===== src/rtl/fetch_prefetch_queue.sv =====
// Instruction prefetch queue: issues sequential word fetches to a variable
// latency instruction memory, buffers returns in order and hands them to the
// core over a valid/ready handshake. A redirect flushes the queue and marks
// every return still owed as stale so it is discarded on arrival.
module fetch_prefetch_queue #(
    parameter int          DEPTH    = 4,
    parameter logic [63:0] RESET_PC = 64'h0
) (
    input  logic        clk,
    input  logic        rst,
    input  logic        redirect_valid,
    input  logic [63:0] redirect_pc,
    output logic        mem_req_valid,
    output logic [63:0] mem_req_addr,
    input  logic        mem_req_ready,
    input  logic        mem_rsp_valid,
    input  logic [31:0] mem_rsp_data,
    output logic        inst_valid,
    output logic [31:0] inst_data,
    output logic [63:0] inst_pc,
    input  logic        inst_ready
);

    localparam int CW = $clog2(DEPTH + 1);
    localparam int PW = $clog2(DEPTH);
    // Stale returns owed are bounded by how many requests the memory can hold
    // in flight, not by DEPTH, because the credit check ignores drop. Eight
    // bits covers memories with up to 255 cycles of latency.
    localparam int DW = 8;

    logic [63:0]   fetch_pc;
    logic [63:0]   tail_pc;
    logic [63:0]   q_pc    [DEPTH];
    logic [31:0]   q_instr [DEPTH];
    logic [PW-1:0] rd_ptr;
    logic [PW-1:0] wr_ptr;
    logic [CW-1:0] count;
    logic [CW-1:0] outstanding;
    logic [DW-1:0] drop;

    logic          accept;
    logic          push;
    logic          pop;
    logic          rsp_drop;
    logic [CW:0]   credit_used;
    logic [PW-1:0] rd_next;
    logic [CW-1:0] count_after_pop;
    logic          head_load;
    logic [63:0]   head_pc;
    logic [31:0]   head_instr;
    logic [1:0]    unused_redirect_low;

    assign unused_redirect_low = redirect_pc[1:0];

    // Credit is taken from registered state only, never from mem_req_ready.
    assign credit_used   = {1'b0, count} + {1'b0, outstanding};
    assign mem_req_valid = !rst && !redirect_valid && (credit_used < (CW+1)'(DEPTH));
    assign mem_req_addr  = rst ? RESET_PC : fetch_pc;
    assign accept        = mem_req_valid && mem_req_ready;

    assign rsp_drop   = mem_rsp_valid && (drop != '0);
    assign push       = mem_rsp_valid && (drop == '0) && !redirect_valid;
    assign inst_valid = !rst && (count != '0);
    assign pop        = inst_valid && inst_ready;

    assign rd_next         = pop ? rd_ptr + 1'b1 : rd_ptr;
    assign count_after_pop = count - CW'(pop);

    // Select the entry that will sit at the head next cycle, if any.
    always_comb begin
        // NOTE: every always_comb output gets a default first so no path
        // leaves it unassigned and infers a latch.
        head_load  = 1'b0;
        head_pc    = inst_pc;
        head_instr = inst_data;
        if (!redirect_valid) begin
            if (count_after_pop != '0) begin
                head_load  = 1'b1;
                head_pc    = q_pc[rd_next];
                head_instr = q_instr[rd_next];
            end else if (push) begin
                head_load  = 1'b1;
                head_pc    = tail_pc;
                head_instr = mem_rsp_data;
            end
        end
    end

    // Queue storage write; pointers and count are what make an entry valid.
    always_ff @(posedge clk) begin
        // NOTE: the storage array is deliberately not reset; occupancy
        // guards it, and leaving it out keeps it a plain RAM.
        if (push) begin
            q_pc[wr_ptr]    <= tail_pc;
            q_instr[wr_ptr] <= mem_rsp_data;
        end
    end

    // Control state: fetch address, pointers, counters and the head register.
    always_ff @(posedge clk) begin
        // NOTE: sequential state uses non-blocking assignments so every
        // register samples the pre-edge values of its neighbours.
        if (rst) begin
            fetch_pc    <= RESET_PC;
            tail_pc     <= RESET_PC;
            rd_ptr      <= '0;
            wr_ptr      <= '0;
            count       <= '0;
            outstanding <= '0;
            drop        <= '0;
            inst_data   <= '0;
            inst_pc     <= '0;
        end else begin
            if (head_load) begin
                inst_pc   <= head_pc;
                inst_data <= head_instr;
            end
            if (redirect_valid) begin
                fetch_pc    <= {redirect_pc[63:2], 2'b00};
                tail_pc     <= {redirect_pc[63:2], 2'b00};
                rd_ptr      <= '0;
                wr_ptr      <= '0;
                count       <= '0;
                outstanding <= '0;
                // Everything still owed, minus a return landing right now.
                drop        <= drop + DW'(outstanding) - DW'(mem_rsp_valid);
            end else begin
                if (accept) begin
                    fetch_pc <= fetch_pc + 64'd4;
                end
                if (push) begin
                    wr_ptr  <= wr_ptr + 1'b1;
                    tail_pc <= tail_pc + 64'd4;
                end
                if (pop) begin
                    rd_ptr <= rd_ptr + 1'b1;
                end
                count       <= count + CW'(push) - CW'(pop);
                outstanding <= outstanding + CW'(accept) - CW'(push);
                if (rsp_drop) begin
                    drop <= drop - 1'b1;
                end
            end
        end
    end

endmodule


===== config.mk =====
export PLATFORM = sky130hd
export DESIGN_NAME = fetch_prefetch_queue
export DESIGN_NICKNAME = d
export VERILOG_FILES = /design/src/rtl/fetch_prefetch_queue.sv
export SDC_FILE = /design/constraint.sdc
export NUM_CORES = 1
export LEC_CHECK = 0
export CORE_ASPECT_RATIO = 0.75
export CORE_MARGIN = 3
export CORE_UTILIZATION = 55
export CTS_CLUSTER_SIZE = 30
export DETAILED_ROUTE_END_ITERATION = 10
export PLACE_DENSITY = 0.75
export SLEW_MARGIN = 20
export SYNTH_ARGS = -nofsm -noshare
export SYNTH_HDL_FRONTEND = slang
export SYNTH_SLANG_ARGS = --single-unit

===== constraint.sdc =====
create_clock -name clk -period 16.4 [get_ports clk]
set_input_delay 4.92 -clock clk [delete_from_list [all_inputs] [get_ports clk]]
set_output_delay 4.92 -clock clk [all_outputs]
set_load 0.005 [all_outputs]

; After elaboration in Yosys (flattened, before gate mapping)
; Memory sizes are Yosys's and may differ from the RTL's.
; Cells that the tools add are included.
[word_totals]
ff_bits = 242
latchBits = 0
ramBits = 384
romBits = 0
inputBits = 102
word_cells = 64
memories = 2
[op_classes]
n_addsub = 13
mul = 0
n_div = 0
n_lt_le_gt_ge = 1
n_eq_ne = 0
shift = 0
muxes = 16
bitwise = 1
reduce_logical = 20
[mem_list]
columns = name, depth, word_bits, rd, rd_clocked_by_memory_dff, write_ports, line
row1 = q_pc, 4, 64, 1, 0, 1, 33  ; logic [63:0] q_pc [DEPTH];
row2 = q_instr, 4, 32, 1, 0, 1, 34  ; logic [31:0] q_instr [DEPTH];
[ops]
columns = op, n
row1 = 2-to-1 mux 64 bit, 7
row2 = "adder 64 x 3 -> 64 bit, second input constant", 2
row3 = 2-to-1 mux 32 bit, 2
row4 = 2-to-1 mux 8 bit, 2
row5 = subtractor 3 x 1 -> 3 bit, 3
row6 = adder 8 x 3 -> 8 bit, 1
row7 = logical AND 1 bit, 8
row8 = zero test 8 bit, 1
row9 = nonzero test 2 bit, 4
row10 = nonzero test 8 bit, 1
row11 = subtractor 8 x 1 -> 8 bit, 1
row12 = "subtractor 8 x 1 -> 8 bit, second input constant", 1
row13 = adder 3 x 1 -> 3 bit, 2
row14 = nonzero test 3 bit, 2
row15 = "adder 2 x 1 -> 2 bit, second input constant", 2
row16 = adder 3 x 3 -> 4 bit, 1
row17 = "< comparator 4 x 3 -> 1 bit, second input constant", 1
row18 = 2-to-1 mux 1 bit, 4
row19 = AND reduction 3 bit, 1
row20 = zero test 1 bit, 2
row21 = 2-to-1 mux 2 bit, 1
row22 = OR reduction 2 bit, 1
row23 = inverter 1 bit, 1

; Depth between registers and ports, before layout
; Gate-level depths: netlist (run 1).
[logic_depth]
ltp_word = 8
ltp_mapped = 13
depth_no_buf = 12

; Worst setup path after synthesis (run 1)
; Ideal clock, no wire load.
[synth_path]
kind = in2out
start = in rst
end = out inst_valid
t_arrival_ns = 6.342
setup_slack_ns = 5.138
stages = 6
cell_sequence = clkbuf_1 -> clkbuf_1 -> clkbuf_1 -> clkbuf_1 -> clkbuf_1 -> nor2_1
[synth_between]
elab_chain_len = 2
[synth_lines]
columns = item, line
row1 = start: declaration, 10  ; input logic rst,
row2 = zero test 1 bit, 63  ; assign inst_valid = !rst && (count != '0);
row3 = logical AND 1 bit, 63
row4 = end: declaration, 18  ; output logic inst_valid,
; No other way between the ends.

; Final worst setup path (run 1)
[layout_path]
start = in rst
end = out mem_req_addr[56]
[layout_between]
elab_chain_len = 1
[layout_lines]
columns = item, line
row1 = 2-to-1 mux 64 bit, 58  ; assign mem_req_addr = rst ? RESET_PC : fetch_pc;
row2 = end: declaration, 14  ; output logic [63:0] mem_req_addr,
; No other way between the ends.

==> impl_results.md, run 1 <==
* Req. time, crit path at around 11000 ps
* HP Class: reg2reg
* Clock period minus final worst setup slack at 11650 ps
* Area occupied by multi-input gates at 0.0108 sq mm
* Global routing's busiest layer: met2
* CTS Sinks at between 600 and 700
* Final Wtd Congestion at approximately 0.9
* Grt ovf at 0
* CTS Buf Count at 58
* Max-cap violations at 0
* DP Worst Slack at roughly 4800 ps
* Total track usage at 0.302
* WL/cell at roughly 24 microns
* Power per Cell Area at 107 mW/mm^2
* Fillers at about 3700
* Flops & latches, synth at around 610
* Met3 Track Usage GR at 0.0609
* Initial Utilization at 0.563
* DIE AREA at approximately 0.053 sq mm
* Initial DRT Pass Iterations at 6
* Post-synthesis area per instance at around 11 sq um
* Register area at between 0.015 and 0.02 sq mm
* # hold bufs at CTS at 0
* Final HPWL DP at about 50000 microns
* Final wirelength at roughly 84000 microns
* First-pass GRT wire length at ~130000 microns
* # rows at 70
* Buffers & Inverters on Critical Path at 3
* Die height at roughly 200 microns
* Area growth syn-to-layout at 17.1%
* Setup ws final at between 4000 and 5000 ps
* CTS tree: yes
* Post-synth EDFFs at between 300 and 400
* I/O Buffers at 257
* Largest net degree at the start of global routing at 94
* Worst-path clk slew at approximately 60 ps
* Die extent in x at ~270 microns
* Drt drc at 0
* Sequential fraction of the synthesis area at 0.577
* Cell family with most CP delay: buffers and inverters
* Final period util at 0.711
* Area share of the largest cell type after synthesis at 0.407
* Mapped Area at between 0.02 and 0.03 sq mm
* Worst setup SP type: input port
* Layout Nets at about 2900
* Worst-Skew Late Latency at between 600 and 700 ps
* Clock skew at ~19 ps
* F_max at approximately 86 MHz
* Leading area contributor after synthesis: edfxtp_1
* CP max stage delay at 650 ps
* I/O pin cnt at 264
* Setup bufs post-CTS at 0
* Largest fanout on the critical path at around 70
* Most used flip-flop cell after synthesis: edfxtp_1
* Initial DRC count at roughly 2900
* Vias in the first global route at 22400
* Mapped Cells at 2601
* Setup violations, final at 0
* Fin. Hold Viols at 0
* RSZ-0062 raised after global routing: false
* Setup TNS at 0 ps
* Htree depth at 2
* Post-synth ARST share at 0
* Root Buffer: clkbuf_16
* Slowest CP cell: buf_4
* Slew HR at 0.289
* Clock buffer depth at 3
* Layout cell share with drive strength beyond 1 at 0.0584
* Vias at around 23000
* P_leak at 10.7 nW
* CP Cell Sequence: buf_4 -> buf_4 -> nor2b_1 -> clkdlybuf4s50_1
* Initial antenna violation count at 4
* Remaining antenna violation count at 0
* Ys Warns at 0
* Worst-margin pin slew at 1060 ps
* Synth cell types at between 70 and 80
* Critical Path AT at just under 7000 ps
* M1 GR Usage at 0.446
* Overall Power at ~3.5 mW
* Post-DR vias/cell at 6.80
* Met2 Track Usage GR at 0.450
* Synth top area cells: edfxtp_1 41%, dfxtp_1 17%, nand3_1 5.7%, o21ai_0 3.9%, a31oi_1 3.0%
* Status: finished clean
* Core ar. at 0.0493 sq mm
* Critical Path End Type: primary output
* Crit Path Class: in2out
* Peak VDD IR at between 0.07 and 0.08 mV
* Resize count post-CTS at 0
* Slew Limit Fails at 0
* Worst path most repeated cell: buf_4
state kept, by name (all words and copies together) (netlist names):
register / cells
rd_ptr: 2
wr_ptr: 2
q_instr: 128
inst_pc: 62
fetch_pc: 62
count: 3
drop: 8
tail_pc: 62
inst_data: 32
q_pc: 248
outstanding: 3
synth_stat cells (all sizes together) (19+ instances only):
library cell / instances
xor2: 24
or3: 20
xnor2: 26
ha: 30
a31oi: 133
a211oi: 27
a21oi: 147
buf: 36
and3: 28
inv: 51
nand3: 314
nand4: 57
clkbuf: 196
nor3: 40
edfxtp: 376
o21ai: 219
a32o: 83
nand2: 113
and4: 31
nor2b: 69
nor4: 22
o21a: 21
dfxtp: 236
and2: 24
a21boi: 19
nor2: 64
placed cells by master, fill, tap and decap left out, types with 17 or more instances in the layout:
master / synthesis / final
clkbuf_1: 196 / 18
nor4_1: 20 / 18
nand4_1: 56 / 56
dfxtp_1: 236 / 236
a32o_1: 83 / 83
ha_1: 30 / 30
buf_4: 4 / 35
a21oi_1: 147 / 145
inv_1: 49 / 49
xnor2_1: 26 / 26
nand2_1: 113 / 113
and4_1: 31 / 31
or3_1: 20 / 19
a211oi_1: 27 / 27
clkdlybuf4s50_1: 0 / 255
o311ai_0: 18 / 18
edfxtp_1: 376 / 376
xor2_1: 24 / 24
nor2_1: 64 / 64
o21a_1: 21 / 20
nand3_1: 314 / 314
and3_1: 28 / 27
nor3_1: 40 / 36
or4_1: 17 / 17
clkbuf_16: 0 / 59
o21ai_0: 218 / 218
a21boi_0: 19 / 19
and2_1: 22 / 18
nor2b_1: 69 / 69
a31oi_1: 133 / 132
stage by stage:
step | cell area, sq um | hold WS (ps) | std cells | util
floorplan | 27800 | 458 | 2604 | -
detailed placement | 30600 | 453 | 3310 | 0.620
global placement | 30600 | 451 | 3310 | 0.620
finish | 32500 | 464 | 3425 | 0.659
global route | 32500 | 487 | 3425 | 0.659
CTS | 32400 | 469 | 3420 | 0.658
power breakdown:
part / switching [mW] / internal [mW]
logic: 0.225 / 0.181
clock network: 0.591 / 0.719
registers: 0.0751 / 1.70
final timing paths:
check,startpoint,endpoint,slack [ps],depth (start not counted)
worst max-delay path,rst,mem_req_addr[56],4750,4
worst min-delay path,inst_data[27]$_SDFFE_PP0P_,inst_data[27]$_SDFFE_PP0P_,460,1
worst max register to register,drop[0]$_SDFFE_PP0P_,q_pc[0][42]$_DFFE_PP_,11500,8
worst min register to register,inst_data[27]$_SDFFE_PP0P_,inst_data[27]$_SDFFE_PP0P_,460,1
cells by family after synthesis:
kind of cell | count (synthesis) | share of synthesized area
fa+ha+maj | 33 | 0.0157
xor+xnor | 50 | 0.0158
simple gates | 831 | 0.162
flops | 612 | 0.577
compound gates | 764 | 0.180
other cells | 1 | 0.000135
mux | 25 | 0.00992
buf+inv | 285 | 0.0393
per-layer routing:
| layer | share of wire | routed length (microns) |
|---|---|---|
| met3 | 0.11 | 9510 |
| met1 | 0.42 | 34900 |
| met5 | 0.00016 | 13 |
| met2 | 0.45 | 37200 |
| met4 | 0.023 | 1930 |
cell type report:
| cell class | instances | share of cell area |
|---|---|---|
| inverter | 53 | 0.00631 |
| clock buffer | 82 | 0.0496 |
| clock inverter | 28 | 0.00712 |
| multi-input combinational | 1707 | 0.331 |
| sequential | 612 | 0.493 |
| antenna | 3 | 0.000231 |
| tap | 648 | 0.0250 |
| timing repair buffer | 292 | 0.0879 |
No activity file was read; power rests on OpenSTA's default activity.
==> run 2, diff against run 1 <==
--- a/config.mk
+++ b/config.mk
@@ -7,10 +7,10 @@
 export LEC_CHECK = 0
 export CORE_ASPECT_RATIO = 0.75
 export CORE_MARGIN = 3
-export CORE_UTILIZATION = 55
+export CORE_UTILIZATION = 52
 export CTS_CLUSTER_SIZE = 30
 export DETAILED_ROUTE_END_ITERATION = 10
-export PLACE_DENSITY = 0.75
+export PLACE_DENSITY = 0.74
 export SLEW_MARGIN = 20
 export SYNTH_ARGS = -nofsm -noshare
 export SYNTH_HDL_FRONTEND = slang
==> constraint.sdc (replaced) <==
create_clock -name clk -period 10.2 [get_ports clk]
set_input_delay 3.06 -clock clk [delete_from_list [all_inputs] [get_ports clk]]
set_output_delay 3.06 -clock clk [all_outputs]
set_load 0.005 [all_outputs]
==> impl_results.md, run 2 (synthesized netlist as in run 1, its figures left out) <==
* Core ar. at 0.0522 sq mm (+5.8%)
* Setup crit start: redirect_valid
* Initial DRC count at 2908 (+1.4%)
* FF-to-FF Start: drop[0]$_SDFFE_PP0P_
* CTS tree: yes
* I/O pin cnt at 264 (unchanged)
* Root Buffer: clkbuf_16
* Most frequent cells in the layout: 376 x edfxtp_1, 314 x nand3_1, 255 x clkdlybuf4s50_1
* Seq pwr share at 0.488 (-0.020)
* Post-DR vias/cell at 6.66 (-2.1%)
* Grt ovf at 0 (unchanged)
* Resize count post-CTS at 0 (unchanged)
* Critical Path End Type: primary output
* Worst-path clk slew at 60 ps (about the same)
* Setup TNS at 0 ps (unchanged)
* Worst-margin pin slew at 1130 ps (+71.8 ps)
* Status: finished clean
* Hold_sp: inst_data[8]$_SDFFE_PP0P_
* Worst setup SP type: input port
* Switching Share at 0.250 (-0.00547)
* Setup bufs post-CTS at 0 (unchanged)
* Htree depth at 2 (unchanged)
* Fin. Hold Viols at 0 (unchanged)
* Clock power frac at 0.400 (+0.025)
* # rows at 72 (+2.9%)
* Layout Nets at 2858 (-0.035%)
* Sw power at 1.46 mW (+64%)
* I/O Buffers at 257 (unchanged)
* Top flop regs: q_pc (248), q_instr (128)
* Int Power at 4.38 mW (+69%)
* Slew HR at 0.241 (-0.0476)
* First-pass GRT wire length at 131000 microns (+2.1%)
* Initial Utilization at 0.532 (-0.0308)
* Die height at 206 microns (+2.8%)
* Max-cap violations at 0 (unchanged)
* Setup crit end: mem_req_valid
* HP Class: reg2reg
* Antenna Cells at 0 (-3)
* Initial DRT Pass Iterations at 6 (unchanged)
* Largest net degree at the start of global routing at 163 (+73%)
* Hold Path Stages at 1 (unchanged)
* Power per Cell Area at 178 mW/mm^2 (+66%)
* Dpl cells at 3364 (+1.6%)
* Comb pwr share at 0.112 (-0.004)
* Fillers at 3977 (+7.4%)
* RSZ-0062 raised after global routing: false
* Final core utilization at 0.628 (-0.0307)
* WL/cell at 24.5 microns (+0.42%)
* Worst-Skew Late Latency at 640 ps (about the same)
* Biggest register: q_pc
* Clock period minus final worst setup slack at 7960 ps
* Vias in the first global route at 22300 (-0.36%)
* P_leak at 10.8 nW (+1.1%)
* Final std cells w/o fill at 3477 (+1.5%)
* Slew Limit Fails at 0 (unchanged)
* R2R depth at 7 (-1)
* Max reg flops at 248 (unchanged)
* Reg-to-Reg End: q_pc[0][21]$_DFFE_PP_
* Drt drc at 0 (unchanged)
* Die extent in x at 273 microns (+2.8%)
* Clock buffer depth at 3 (unchanged)
* Clock skew at 27.1 ps (+7.76 ps)
* # hold bufs at CTS at 0 (unchanged)
* Crit Path Class: in2out
* Final period util at 0.780
* Largest fanout on the critical path at 68 (unchanged)
* Setup violations, final at 0 (unchanged)
* Vias at 23200 (-0.64%)
* DIE AREA at 0.0562 sq mm (+5.6%)
* Layout cell share with drive strength beyond 1 at 0.0624 (+0.00397)
* Final HPWL DP at 50300 microns (+1.7%)
* Final wirelength at 85200 microns (+1.9%)
* Final Wtd Congestion at 0.938 (+3.9%)
* Req. time, crit path at 7140 ps (-4340 ps)
* Initial antenna violation count at 3 (-1)
* Area growth syn-to-layout at 18.1%
* Critical Path AT at 4900 ps (-1830 ps)
* Worst hold slack at 468 ps (+3.51 ps)
* Worst reg2reg setup slack at 5240 ps (-6260 ps)
* F_max at between 100 and 150 MHz
* CTS Buf Count at 59 (+1.7%)
* Remaining antenna violation count at 0 (unchanged)
* Peak VDD IR at 0.132 mV (+82%)
* CTS Sinks at 612 (unchanged)
* Most common cell after layout, fill and taps aside: edfxtp_1
* Total track usage at 0.296 (-0.00606)
==> run 2: metal layers <==
layer	vias up	routed length [microns]	GRT usage
li1	10300	-	-
met1	11400	36400	0.436
met2	1356	38000	0.452
met3	114	9280	0.0523
met4	2	1490	0.0787
met5	-	13	0
==> run 2: layout make-up <==
class	instances	area, sq um	share of cell area
flip-flops and latches	612	16000	0.489
multi-input cells	1707	10800	0.328
repair buffers	290	2840	0.0868
clock buffers	74	1590	0.0485
well taps	703	880	0.0268
clock inverters	38	478	0.0146
inverters	53	206	0.00630
==> run 2: worst min path at each step <==
stage / end
after floorplan: q_pc[0][52]$_DFFE_PP_
after global placement: inst_data[5]$_SDFFE_PP0P_
after detailed placement: inst_data[8]$_SDFFE_PP0P_
after CTS: inst_pc[13]$_SDFFE_PP0P_
after global routing: inst_pc[55]$_SDFFE_PP0P_
final: inst_data[8]$_SDFFE_PP0P_
==> run 2: critical path: stages <==
cell and delay, ps:
buf_4 350, nor4_1 670, and2_1 260, clkdlybuf4s50_1 520
==> run 2: power by group through the flow <==
stage	clock [mW]	combinational (mW)	sequential, mW
CTS	2.35	0.647	2.85
detailed placement	0	0.643	2.90
global route	2.47	0.713	2.86
floorplan	0	0.387	2.85
finish	2.34	0.653	2.85
global placement	0	0.629	2.89
==> run 2: per-stage QoR <==
stage          setup WS [ps]  power, mW  area, sq um
2_1_floorplan           2660       3.24        27800
4_1_cts                 2240       5.85        32700
5_1_grt                 2140       6.05        32800
3_3_place_gp            2290       3.52        30700
3_5_place_dp            2250       3.54        30700
6_report                2240       5.85        32800
